## src/rtl/jpeg_dezigzag_pkg.sv

```systemverilog
// Shared constants for the inverse zigzag reorder buffer.
// ZZ2RASTER maps a zigzag scan index to its raster (row-major) position in an 8x8 block.
package jpeg_dezigzag_pkg;

    localparam int unsigned BLK_SIZE = 64;
    localparam int unsigned IDX_W    = 6;

    typedef logic [IDX_W-1:0] idx_t;

    localparam idx_t LAST_IDX = 6'd63;

    // Entry k is the raster position of zigzag index k.
    localparam idx_t ZZ2RASTER [BLK_SIZE] = '{
        6'd0,  6'd1,  6'd8,  6'd16, 6'd9,  6'd2,  6'd3,  6'd10,
        6'd17, 6'd24, 6'd32, 6'd25, 6'd18, 6'd11, 6'd4,  6'd5,
        6'd12, 6'd19, 6'd26, 6'd33, 6'd40, 6'd48, 6'd41, 6'd34,
        6'd27, 6'd20, 6'd13, 6'd6,  6'd7,  6'd14, 6'd21, 6'd28,
        6'd35, 6'd42, 6'd49, 6'd56, 6'd57, 6'd50, 6'd43, 6'd36,
        6'd29, 6'd22, 6'd15, 6'd23, 6'd30, 6'd37, 6'd44, 6'd51,
        6'd58, 6'd59, 6'd52, 6'd45, 6'd38, 6'd31, 6'd39, 6'd46,
        6'd53, 6'd60, 6'd61, 6'd54, 6'd47, 6'd55, 6'd62, 6'd63
    };

    // Raster address for a given zigzag index.
    function automatic idx_t zz2raster(input idx_t zz_idx);
        return ZZ2RASTER[zz_idx];
    endfunction

endpackage

```

## src/rtl/jpeg_dezigzag_bank.sv

```systemverilog
// One 64-entry coefficient bank: synchronous write port, combinational read port.
// Contents are deliberately not reset; the control logic tracks validity.
module jpeg_dezigzag_bank
    import jpeg_dezigzag_pkg::*;
#(
    parameter int unsigned COEF_W = 12
) (
    input  logic              clk,
    input  logic              i_we,
    input  logic [IDX_W-1:0]  i_waddr,
    input  logic [COEF_W-1:0] i_wdata,
    input  logic [IDX_W-1:0]  i_raddr,
    output logic [COEF_W-1:0] o_rdata
);

    logic [COEF_W-1:0] r_mem [BLK_SIZE];

    // Store one coefficient per write strobe.
    always_ff @(posedge clk) begin
        if (i_we) begin
            r_mem[i_waddr] <= i_wdata;
        end
    end

    assign o_rdata = r_mem[i_raddr];

endmodule

```

## src/rtl/jpeg_dezigzag_buffer.sv

```systemverilog
// Inverse zigzag reorder buffer. Coefficients arrive in zigzag order and are scattered
// into one of two banks at their raster address; full banks drain sequentially in raster
// order through a registered valid/ready output stage. The banks ping-pong so one block
// fills while the previous one drains.
module jpeg_dezigzag_buffer
    import jpeg_dezigzag_pkg::*;
#(
    parameter int unsigned COEF_W = 12
) (
    input  logic              clk,
    input  logic              rst_n,
    input  logic              i_in_valid,
    output logic              o_in_ready,
    input  logic [COEF_W-1:0] i_in_data,
    input  logic              i_in_last,
    output logic              o_out_valid,
    input  logic              i_out_ready,
    output logic [COEF_W-1:0] o_out_data,
    output logic              o_out_last,
    output logic              o_blk_err
);

    // Control state
    logic [1:0]        r_bank_full;
    logic              r_wr_bank;
    idx_t              r_wr_idx;
    logic              r_rd_bank;
    idx_t              r_rd_idx;
    logic              r_out_valid;
    logic [COEF_W-1:0] r_out_data;
    logic              r_out_last;
    logic              r_blk_err;

    // Datapath and handshake wires
    logic              w_in_ready;
    logic              w_in_fire;
    logic              w_wr_last;
    idx_t              w_wr_addr;
    logic              w_out_adv;
    logic              w_rd_fire;
    logic              w_rd_last;
    logic [1:0]        w_bank_we;
    logic [1:0]        w_full_set;
    logic [1:0]        w_full_clr;
    logic [COEF_W-1:0] w_bank_rdata [2];
    logic [COEF_W-1:0] w_rd_data;

    // Accept only into a bank that is not holding an undrained block.
    assign w_in_ready = !r_bank_full[r_wr_bank];
    assign w_in_fire  = i_in_valid && w_in_ready;
    assign w_wr_last  = (r_wr_idx == LAST_IDX);
    assign w_wr_addr  = zz2raster(r_wr_idx);

    // The output register may load whenever it is empty or being consumed.
    assign w_out_adv  = !r_out_valid || i_out_ready;
    assign w_rd_fire  = w_out_adv && r_bank_full[r_rd_bank];
    assign w_rd_last  = (r_rd_idx == LAST_IDX);
    assign w_rd_data  = w_bank_rdata[r_rd_bank];

    // Per-bank write strobes and full-flag set/clear requests.
    always_comb begin
        w_bank_we  = 2'b00;
        w_full_set = 2'b00;
        w_full_clr = 2'b00;
        if (w_in_fire) begin
            w_bank_we[r_wr_bank] = 1'b1;
            if (w_wr_last) begin
                w_full_set[r_wr_bank] = 1'b1;
            end
        end
        if (w_rd_fire && w_rd_last) begin
            w_full_clr[r_rd_bank] = 1'b1;
        end
    end

    for (genvar g = 0; g < 2; g++) begin : g_bank
        jpeg_dezigzag_bank #(
            .COEF_W (COEF_W)
        ) u_bank (
            .clk     (clk),
            .i_we    (w_bank_we[g]),
            .i_waddr (w_wr_addr),
            .i_wdata (i_in_data),
            .i_raddr (r_rd_idx),
            .o_rdata (w_bank_rdata[g])
        );
    end

    // Bank-full flags; a set and a clear in one cycle always hit different banks.
    always_ff @(posedge clk or negedge rst_n) begin
        if (!rst_n) begin
            r_bank_full <= 2'b00;
        end else begin
            r_bank_full <= (r_bank_full | w_full_set) & ~w_full_clr;
        end
    end

    // Write pointer; the 64-count alone defines block boundaries, in_last is only checked.
    always_ff @(posedge clk or negedge rst_n) begin
        if (!rst_n) begin
            r_wr_idx  <= '0;
            r_wr_bank <= 1'b0;
            r_blk_err <= 1'b0;
        end else begin
            r_blk_err <= w_in_fire && (i_in_last != w_wr_last);
            if (w_in_fire) begin
                r_wr_idx <= r_wr_idx + 6'd1;
                if (w_wr_last) begin
                    r_wr_bank <= ~r_wr_bank;
                end
            end
        end
    end

    // Read pointer and registered output stage.
    always_ff @(posedge clk or negedge rst_n) begin
        if (!rst_n) begin
            r_rd_idx    <= '0;
            r_rd_bank   <= 1'b0;
            r_out_valid <= 1'b0;
            r_out_data  <= '0;
            r_out_last  <= 1'b0;
        end else if (w_out_adv) begin
            if (r_bank_full[r_rd_bank]) begin
                r_out_valid <= 1'b1;
                r_out_data  <= w_rd_data;
                r_out_last  <= w_rd_last;
                r_rd_idx    <= r_rd_idx + 6'd1;
                if (w_rd_last) begin
                    r_rd_bank <= ~r_rd_bank;
                end
            end else begin
                r_out_valid <= 1'b0;
            end
        end
    end

    assign o_in_ready  = w_in_ready;
    assign o_out_valid = r_out_valid;
    assign o_out_data  = r_out_data;
    assign o_out_last  = r_out_last;
    assign o_blk_err   = r_blk_err;

endmodule

```

## config.mk

```make
export PLATFORM = sky130hd
export DESIGN_NAME = jpeg_dezigzag_buffer
export DESIGN_NICKNAME = d
export VERILOG_FILES = /design/src/rtl/jpeg_dezigzag_pkg.sv /design/src/rtl/jpeg_dezigzag_bank.sv /design/src/rtl/jpeg_dezigzag_buffer.sv
export SDC_FILE = /design/constraint.sdc
export NUM_CORES = 1
export LEC_CHECK = 0
export BUFFER_PORTS_ARGS = -buffer_cell sky130_fd_sc_hd__buf_2
export CAP_MARGIN = 20
export CORE_UTILIZATION = 45
export DETAILED_ROUTE_END_ITERATION = 12
export GPL_ROUTABILITY_DRIVEN = 0
export SLEW_MARGIN = 20
export SYNTH_ARGS = -nofsm -noshare
export SYNTH_HDL_FRONTEND = slang
export SYNTH_SLANG_ARGS = --single-unit
```

## constraint.sdc

```tcl
create_clock -name clk -period 5.25 [get_ports clk]
set_clock_uncertainty 0.15 [all_clocks]
set_input_delay 1.05 -clock clk [delete_from_list [all_inputs] [get_ports clk]]
set_output_delay 1.05 -clock clk [all_outputs]
set_load 0.01 [all_outputs]
```

# [Yosys cells after proc, flatten, opt, wreduce, memory -nomap -nowiden]
# Memory sizes are Yosys's and may differ from the RTL's.
# Index checks and enable logic that the tools add are counted.
[op_classes] n_mux=22 n_bitwise=7 add_sub_neg=2 n_eq_ne=3 reduce_logical=12 n_lt_le_gt_ge=6
[op_table] op="12-bit 2-to-1 mux" count=3
[op_table] op="6-bit by 1-bit adder with 6-bit output (second input constant)" count=2
[op_table] op="6-bit == test (second input constant)" count=2
[op_table] op="6-bit 2-to-1 mux" count=2
[op_table] op="1-bit 2-to-1 mux" count=11
[op_table] op="2-bit 2-to-1 mux" count=4
[op_table] op="7-bit >= comparator (second input constant)" count=1
[op_table] op="6-bit inverter with 7-bit output" count=1
[op_table] op="1-bit logical AND" count=6
[op_table] op="1-bit by 2-bit < comparator with 1-bit output (second input constant)" count=2
[op_table] op="2-bit AND reduction" count=2
[op_table] op="3-bit AND reduction" count=1
[op_table] op="2-bit bitwise AND" count=1
[op_table] op="1-bit demux with 1-bit select" count=2
[op_table] op="1-bit >= comparator (second input constant)" count=2
[op_table] op="2-bit >= comparator (second input constant)" count=1
[op_table] op="1-bit logical NOT" count=2
[op_table] op="1-bit inverter" count=2
[op_table] op="1-bit inverter with 2-bit output" count=1
[op_table] op="2-bit inverter" count=1
[op_table] op="2-bit OR" count=1
[op_table] op="1-bit logical OR" count=1
[op_table] op="1-bit != test" count=1
[totals] regBits=31 elab_cells=64 ram_bits=1536 input_bits=17 romBits=384 mem_count=3 output_inout_bits=16
[memory_table] name="g_bank[0].u_bank.r_mem" depth=64 word_bits=12 rd=1 rd_clocked_by_memory_dff=0 write_ports=1 line="jpeg_dezigzag_bank.sv:16" text="logic [COEF_W-1:0] r_mem [BLK_SIZE];"
[memory_table] name="g_bank[1].u_bank.r_mem" depth=64 word_bits=12 rd=1 rd_clocked_by_memory_dff=0 write_ports=1 line="jpeg_dezigzag_bank.sv:16"
[memory_table] name="(no name shown)" depth=64 word_bits=6 rd=1 rd_clocked_by_memory_dff=0 write_ports=0 line="jpeg_dezigzag_pkg.sv:26" text="return ZZ2RASTER[zz_idx];"

# [Depth between registers and ports, before layout]
# Gate-level depths: netlist of run 1.
[depth] depth_word=8 ltp_mapped=12 mapped_depth_nobuf=8

# [Modules after synthesis]
# From an unflattened synthesis of run 1, not the netlist that was laid out.
[unflattened] hier_cells=2881 area_unflattened_um2=61380.1
[modules_own_cells] mod="jpeg_dezigzag_bank" area_each_um2=29610.9 seq_area_each_um2=23062.1 n_inst=2 cells_each=1327
[modules_own_cells] mod="jpeg_dezigzag_buffer" area_each_um2=2158.3 seq_area_each_um2=775.7 n_inst=1 cells_each=227

# [Least setup slack after synthesis of run 1]
# Ideal clock, no wire load.
[synth_timing] path_kind="register to register" startpoint="register r_wr_idx[0]" endpoint="memory g_bank[0].u_bank.r_mem[26][0] (enable)" slack_ns=1.395 period_less_slack_ns=3.855 n_path_buf=4 setup_time_ns=0.380 t_arrival_ns=3.325 t_required_ns=4.720 stages_incl_launch_ff=13 path_cell_list="dfrtp_1 -> clkbuf_1 -> inv_1 -> ha_1 -> buf_2 -> mux2_2 -> mux4_2 -> nor2b_1 -> o21ai_0 -> or2_1 -> buf_2 -> buf_6 -> nor2_1"
[synth_via] elab_chain_len=4
[synth_lines] item="start: declaration" line="jpeg_dezigzag_buffer.sv:26" text="idx_t r_wr_idx;"
[synth_lines] item="start signal: assignment" line="jpeg_dezigzag_buffer.sv:107" text="r_wr_idx <= r_wr_idx + 6'd1;"
[synth_lines] item="6-bit inverter with 7-bit output (implied by the code)" line="jpeg_dezigzag_pkg.sv:26"
[synth_lines] item="memory read 64 x 6 bit"
[synth_lines] item="6-bit 2-to-1 mux (implied by the code) (2 in series)" line="jpeg_dezigzag_pkg.sv:26"
[synth_lines] item="end: declaration" line="jpeg_dezigzag_bank.sv:16"
# No other way between the ends. The select of a mux whose other input is x is not followed.

# [Worst setup path in the final report of run 1]
[layout_timing] startpoint="register r_wr_idx[0]" endpoint="memory g_bank[1].u_bank.r_mem[63][2] (enable)"
[layout_via] elab_chain_len=4
[layout_lines] item="6-bit inverter with 7-bit output (implied by the code)" line="jpeg_dezigzag_pkg.sv:26"
[layout_lines] item="memory read 64 x 6 bit"
[layout_lines] item="6-bit 2-to-1 mux (implied by the code) (2 in series)" line="jpeg_dezigzag_pkg.sv:26"
[layout_lines] item="end: declaration" line="jpeg_dezigzag_bank.sv:16"
# No other way between the ends. The select of a mux whose other input is x is not followed.

==> flow_summary.json, run 1 <==
{
  "status": "complete, no violations",
  "cp_max_fo": 15,
  "synth_cells": 3059,
  "rsz0062_at_grt": "no",
  "seq_area_frac_synth_pct": 76.5,
  "antenna_found_initial": 3,
  "clk_path_buf_depth": 3,
  "fp.dieArea_mm2": 0.138,
  "cts_tree": "built",
  "rrSetupSlack_ps": 840,
  "crit_arrival_ps": 4730,
  "p_leak_nw": 22.6,
  "dp_hpwl_um": 95700,
  "die_x_um": 371,
  "synth-simple-area-share_pct": 2.76,
  "yosys.area.top_type": "edfxtp_1",
  "worstSkewPairLatency_ps": 800,
  "avgRoutedWirePerCell_um": 29.4,
  "io_buffers": 32,
  "track_usage_pct": 22.5,
  "r2r-start": "r_wr_idx[0]$_DFFE_PN0N_",
  "worst_slack_ps": 839,
  "post-cts-setup-buffers": 0,
  "syn_nets": 3095,
  "period_minus_slack_ps": 4410,
  "first_iter_violations": 3520,
  "r2r-end": "g_bank[1].u_bank.r_mem[63][2]$_DFFE_PP_",
  "relSlewSlack_pct": 28.1,
  "synthTopCellsByArea": "edfxtp_1 75%, mux4_2 11%, mux2i_1 3.8%, dfrtp_1 1.3%, nor2_1 1.3%",
  "synth_top_cell_area_share_pct": 75.2,
  "synth_area_mm2": 0.0613,
  "dr.pass1.iters": 6,
  "syn_area_per_cell_um2": 20.0,
  "fmax_ghz": 0.227,
  "synthMuxAreaShare_pct": 14.5,
  "initial_core_util_pct": 45.3,
  "ys_warn_count": 0,
  "synth_commonest_cells": "1,536 x edfxtp_1, 291 x mux4_2, 232 x mux2i_1",
  "clock-sinks": 1567,
  "clk_pin_slew_ps": 60,
  "final_nets": 3324,
  "yosys.area_share.adder_pct": 0.388,
  "drive_above_1_share_pct": 24.0,
  "synth_most_common_cell": "edfxtp_1",
  "dp_slack_ps": 915,
  "cp-start-kind": "flop",
  "drv_slew": 0,
  "total_power_w": 0.0292,
  "async_reset_ff_share_pct": 1.98,
  "worstPathRequired_ps": 5570,
  "path_class": "reg2reg",
  "grt_pass1_vias": 31015,
  "cp-end-kind": "flop",
  "ys_seq_elements": 1567,
  "die_h_um": 371,
  "cts.repair.resized": 0,
  "max_slew.worst_pin.slew_ps": 1080,
  "grt_pass1_wl_um": 221000,
  "maxCapViolCount": 0,
  "synth.distinct_cells": 63,
  "hold_viol": 0,
  "syn_to_final_growth_pct": 14.3,
  "setup_viol": 0,
  "p_per_area_mw_per_mm2": 417,
  "routed-via-count": 30879,
  "synthXorXnorAreaFrac_pct": 0.157,
  "synth_top_family_by_area": "multiplexers",
  "setup-tns-final_ps": 0,
  "drc_errors": 0,
  "core-area_mm2": 0.135,
  "synth_edf_count": 1536,
  "overflow": 0,
  "cts-hold-fix-buffers": 0,
  "numCtsBuffers": 160,
  "ios": 33,
  "yosys_most_used_dff": "edfxtp_1",
  "period_share_pct": 84.0,
  "rr_worst_depth": 10,
  "antenna_left": 0,
  "synth_compound_area_share_pct": 4.14,
  "placementRows": 135,
  "grt_start_max_net_pins": 121,
  "drt-total-wl_um": 153000,
  "via_per_inst": 5.93,
  "hold_path.class": "in2async",
  "h-tree-depth": 4,
  "ir_worst_vdd_uv": 419,
  "cts-root-buf": "clkbuf_16"
}
## state kept, by name, indices dropped and copies added, names as in the netlist
| signal | cells |
|---|---|
| o_blk_err | 1 |
| r_wr_bank | 1 |
| r_rd_bank | 1 |
| o_out_valid | 1 |
| r_bank_full | 2 |
| r_wr_idx | 6 |
| r_rd_idx | 6 |
| o_out_last | 1 |
| o_out_data | 12 |
| g_bank.u_bank.r_mem | 1536 |
## placed cells by master, fill, tap and decap left out, types with 5 or more instances in the layout
cell type	count
nand3_2	8
o21ai_0	14
edfxtp_1	1536
clkinvlp_4	7
nor3_1	38
inv_16	5
o41ai_1	12
a22oi_1	96
nand3_1	13
buf_2	20
a31oi_1	14
nor4_1	13
buf_4	227
xnor2_1	9
a21boi_0	12
mux2i_1	232
a21oi_1	59
nand2b_1	14
nand2_1	24
clkinv_1	33
mux4_2	291
o22ai_1	98
clkbuf_16	160
ha_1	19
clkinv_2	32
dfrtp_1	28
inv_1	12
bufinv_16	22
or2_2	6
a211oi_1	38
clkinv_8	6
nor2b_1	19
clkbuf_1	20
nor2_1	205
buf_12	8
## layer usage
layer  global-route usage [%]  vias up  routed length, um
met1                     32.4    16299              64900
met4                     6.32        0               3510
li1                         -    13129                  -
met5                        0        -                  0
met2                     35.1     1282              72800
met3                     4.38      169              12000
## worst max-delay path by stage
stage                                 start                                 endpoint  slack (ps)  cells past startpoint
floorplan           r_wr_idx[0]$_DFFE_PN0N_  g_bank[0].u_bank.r_mem[26][0]$_DFFE_PP_        1390                     12
global placement    r_wr_idx[0]$_DFFE_PN0N_  g_bank[1].u_bank.r_mem[63][8]$_DFFE_PP_        1010                     10
detailed placement  r_wr_idx[0]$_DFFE_PN0N_  g_bank[1].u_bank.r_mem[63][2]$_DFFE_PP_         920                     10
CTS                 r_wr_idx[0]$_DFFE_PN0N_  g_bank[1].u_bank.r_mem[63][2]$_DFFE_PP_         900                     10
global route        r_wr_idx[0]$_DFFE_PN0N_  g_bank[0].u_bank.r_mem[48][1]$_DFFE_PP_         650                      9
finish              r_wr_idx[0]$_DFFE_PN0N_  g_bank[1].u_bank.r_mem[63][2]$_DFFE_PP_         840                     10
## per-stage QoR
stage	hold slack [ps]	instance area [um^2]	utilization, %	instances
final	236	70100	51.8	5208
after global routing	256	70100	51.8	5204
after CTS	209	70100	51.8	5204
after detailed placement	405	64600	47.8	4907
after global placement	394	64600	47.8	4907
after floorplan	344	61300	-	3059
## kinds of logic (layout without fill, tap and decap cells)
logic type | Yosys count | after routing
muxes | 526 | 526
other | 0 | 4
and+or+nand+nor | 366 | 366
AOI/OAI and AO/OA | 370 | 370
buffers and inverters | 200 | 564
xor gates and xnor gates | 11 | 11
DFF | 1567 | 1567
adders and majority gates | 19 | 19
## layout make-up
cell class	count	area, um^2
Tap cell	1781	2230
Multi-Input combinational cell	1292	13500
Clock buffer	183	4120
Fill cell	10509	65200
Sequential cell	1567	46900
Timing Repair Buffer	255	1960
Clock inverter	114	1290
Antenna cell	4	10.0
Inverter	12	45.0
## where the power goes
part           internal, W  total (W)  switching, W  leakage, nW
Sequential          0.0142     0.0144      0.000208         14.2
Combinational     0.000906    0.00313       0.00223         5.79
Clock              0.00678     0.0116       0.00487         2.64
Total               0.0219     0.0292       0.00730         22.6
## worst max-delay path, cell delays in order, from the launching register on
cell	delay (ps)
dfrtp_1	630
inv_1	290
ha_1	490
mux2_2	320
mux4_2	470
nor2b_1	190
o21bai_1	110
nand2b_1	580
buf_4	460
nor2_1	140
buf_4	250
No activity file was read; power rests on OpenSTA's default activity.
==> run 2: changes to the inputs <==
--- a/config.mk
+++ b/config.mk
@@ -5,6 +5,7 @@
 export SDC_FILE = /design/constraint.sdc
 export NUM_CORES = 1
 export LEC_CHECK = 0
+export ABC_AREA = 1
 export BUFFER_PORTS_ARGS = -buffer_cell sky130_fd_sc_hd__buf_2
 export CAP_MARGIN = 20
 export CORE_UTILIZATION = 45
==> constraint.sdc (replaced) <==
create_clock -name clk -period 4.18 [get_ports clk]
set_clock_uncertainty 0.15 [all_clocks]
set_input_delay 0.836 -clock clk [delete_from_list [all_inputs] [get_ports clk]]
set_output_delay 0.836 -clock clk [all_outputs]
set_load 0.01 [all_outputs]
==> flow_summary.json, run 2 <==
{
  "status": "complete, no violations",
  "ys_warn_count": 0,
  "ir_worst_vdd_uv": 880,
  "dp_hpwl_um": 107000,
  "antenna_left": 0,
  "grt_start_max_net_pins": 170,
  "drive_above_1_share_pct": 9.07,
  "synth_commonest_cells": "2,286 x nand2_1, 1,536 x edfxtp_1, 941 x nand3_1",
  "final_cell_area_mm2": 0.0729,
  "initial_core_util_pct": 45.3,
  "ys_seq_elements": 1567,
  "clk_path_buf_depth": 3,
  "cp-end-kind": "flop",
  "cp_num_buf_inv": 5,
  "rsz0062_at_grt": "no",
  "fmax_ghz": 0.266,
  "synth_area_mm2": 0.0642,
  "async_reset_ff_share_pct": 1.98,
  "core-area_mm2": 0.142,
  "syn_nets": 5663,
  "antenna_found_initial": 0,
  "cts.repair.resized": 0,
  "via_per_inst": 5.52,
  "overflow": 0,
  "crit_end": "g_bank[0].u_bank.r_mem[53][2]$_DFFE_PP_",
  "worstPathRequired_ps": 4530,
  "synth_cells": 5627,
  "hold_viol": 0,
  "max_slew.worst_pin.slew_ps": 1050,
  "synth_most_common_cell": "nand2_1",
  "dr.pass1.iters": 6,
  "synth_top_cell_area_share_pct": 71.9,
  "crit_start": "r_wr_idx[1]$_DFFE_PN0N_",
  "largest-register": "g_bank.u_bank.r_mem",
  "layout_common_cells": "2,286 x nand2_1, 1,536 x edfxtp_1, 940 x nand3_1",
  "track_usage_pct": 24.9,
  "relSlewSlack_pct": 29.7,
  "post-cts-setup-buffers": 0,
  "routed-via-count": 42676,
  "yosys.area_share.adder_pct": 0.370,
  "numCtsBuffers": 163,
  "crit_arrival_ps": 4100,
  "cts-root-buf": "clkbuf_16",
  "crit_family": "simple AND/OR/NAND/NOR gates",
  "synth_edf_count": 1536,
  "cp-start-kind": "flop",
  "synthMuxAreaShare_pct": 0,
  "cts_tree": "built",
  "seq_area_frac_synth_pct": 73.1,
  "grt_pass1_vias": 40526,
  "setup-tns-final_ps": 0,
  "ios": 33,
  "syn_to_final_growth_pct": 13.6,
  "cpMaxStageDelayCell": "dfrtp_1",
  "cp_max_fo": 12,
  "syn_area_per_cell_um2": 11.4,
  "period_share_pct": 89.9,
  "p_leak_nw": 26.6,
  "synth_top_family_by_area": "simple AND/OR/NAND/NOR gates",
  "rr_worst_depth": 14,
  "place_area_mm2": 0.0676,
  "crit_path_max_incr_delay_ps": 560,
  "hold_path.class": "in2async",
  "worst_slack_ps": 422,
  "h-tree-depth": 4,
  "rrSetupSlack_ps": 420,
  "p_per_area_mw_per_mm2": 683,
  "synth.distinct_cells": 32,
  "clock-sinks": 1567,
  "drt-total-wl_um": 181000,
  "grt_pass1_wl_um": 267000,
  "drc_errors": 0,
  "r2r-end": "g_bank[0].u_bank.r_mem[53][2]$_DFFE_PP_",
  "setup_viol": 0,
  "yosys_most_used_dff": "edfxtp_1",
  "avgRoutedWirePerCell_um": 23.4,
  "placementRows": 138,
  "yosys.area.top_type": "edfxtp_1",
  "path_class": "reg2reg",
  "io_buffers": 32,
  "crit_chain": "inv_1 > ha_1 > inv_1 > nand2_1 > o21ai_0 > o21ai_0 > o21ai_1 > nand2_2 > inv_2 > nor2_4 > buf_4 > nand2_1 > nor2_1 > buf_4",
  "synth-simple-area-share_pct": 22.0,
  "fp.dieArea_mm2": 0.144,
  "layout_commonest_cell": "nand2_1",
  "synthXorXnorAreaFrac_pct": 0.136,
  "synth_compound_area_share_pct": 1.99,
  "cp.depth": 14,
  "worstSkewPairLatency_ps": 800,
  "die_x_um": 380,
  "maxCapViolCount": 0,
  "cts-hold-fix-buffers": 0,
  "diodes": 0,
  "drv_slew": 0,
  "r2r-start": "r_wr_idx[1]$_DFFE_PN0N_",
  "clk_pin_slew_ps": 70,
  "final_nets": 5749,
  "dp_slack_ps": 486,
  "period_minus_slack_ps": 3760,
  "first_iter_violations": 5413,
  "synthTopCellsByArea": "edfxtp_1 72%, nand2_1 13%, nand3_1 7.3%, a21oi_1 1.6%, dfrtp_1 1.2%",
  "die_h_um": 380,
  "largest_reg_flops": 1536
}
==> run 2: area by class of cell <==
| type | instances | area, um^2 |
|---|---|---|
| fillers | 12306 | 68700 |
| repair buffers | 259 | 2380 |
| inverters | 35 | 159 |
| flip-flops and latches | 1567 | 46900 |
| clock inverters | 96 | 962 |
| multi-input cells | 3687 | 15700 |
| clock buffers | 200 | 4410 |
| well taps | 1890 | 2360 |
==> run 2: cell families (layout without fill, tap and decap cells) <==
logic type	after synthesis	after routing
adders and majority gates	19	19
AOI/OAI and AO/OA	245	245
xor gates and xnor gates	10	10
and+or+nand+nor	3413	3413
DFF	1567	1567
buffers and inverters	373	590
==> run 2: power by group <==
group	total [W]	switching [W]	internal (W)	leakage, nW
Combinational	0.0170	0.0125	0.00443	9.80
Sequential	0.0182	0.000342	0.0179	14.2
Clock	0.0146	0.00595	0.00869	2.64
==> run 2: worst min path at each step <==
stage,startpoint,to,slack (ps),depth (start not counted)
2_1_floorplan,r_bank_full[1]$_DFF_PN0_,r_bank_full[1]$_DFF_PN0_,320,2
3_3_place_gp,o_out_data[10]$_DFFE_PN0N_,o_out_data[10]$_DFFE_PN0N_,310,2
3_5_place_dp,o_out_data[4]$_DFFE_PN0N_,o_out_data[4]$_DFFE_PN0N_,310,2
4_1_cts,rst_n,o_out_data[11]$_DFFE_PN0N_,10,1
5_1_grt,rst_n,o_out_valid$_DFFE_PN0P_,70,1
6_report,rst_n,o_out_valid$_DFFE_PN0P_,30,1
==> run 2: per-stage QoR <==
step	hold slack [ps]	utilization [%]	cells	total power, W
5_1_grt	67.5	51.5	7734	0.0521
3_5_place_dp	314	47.7	7438	0.0353
6_report	25.5	51.5	7734	0.0498
3_3_place_gp	310	47.7	7438	0.0352
2_1_floorplan	321	-	5627	0.0289
4_1_cts	12.3	51.5	7734	0.0499
==> run 2: metal layers <==
layer | part of all wire (%) | vias to the layer above | GRT usage, %
li1 | - | 19680 | -
met5 | 0 | - | 0
met3 | 8.6 | 283 | 3.96
met4 | 3.0 | 0 | 8.06
met1 | 43 | 20837 | 36.0
met2 | 46 | 1876 | 38.6
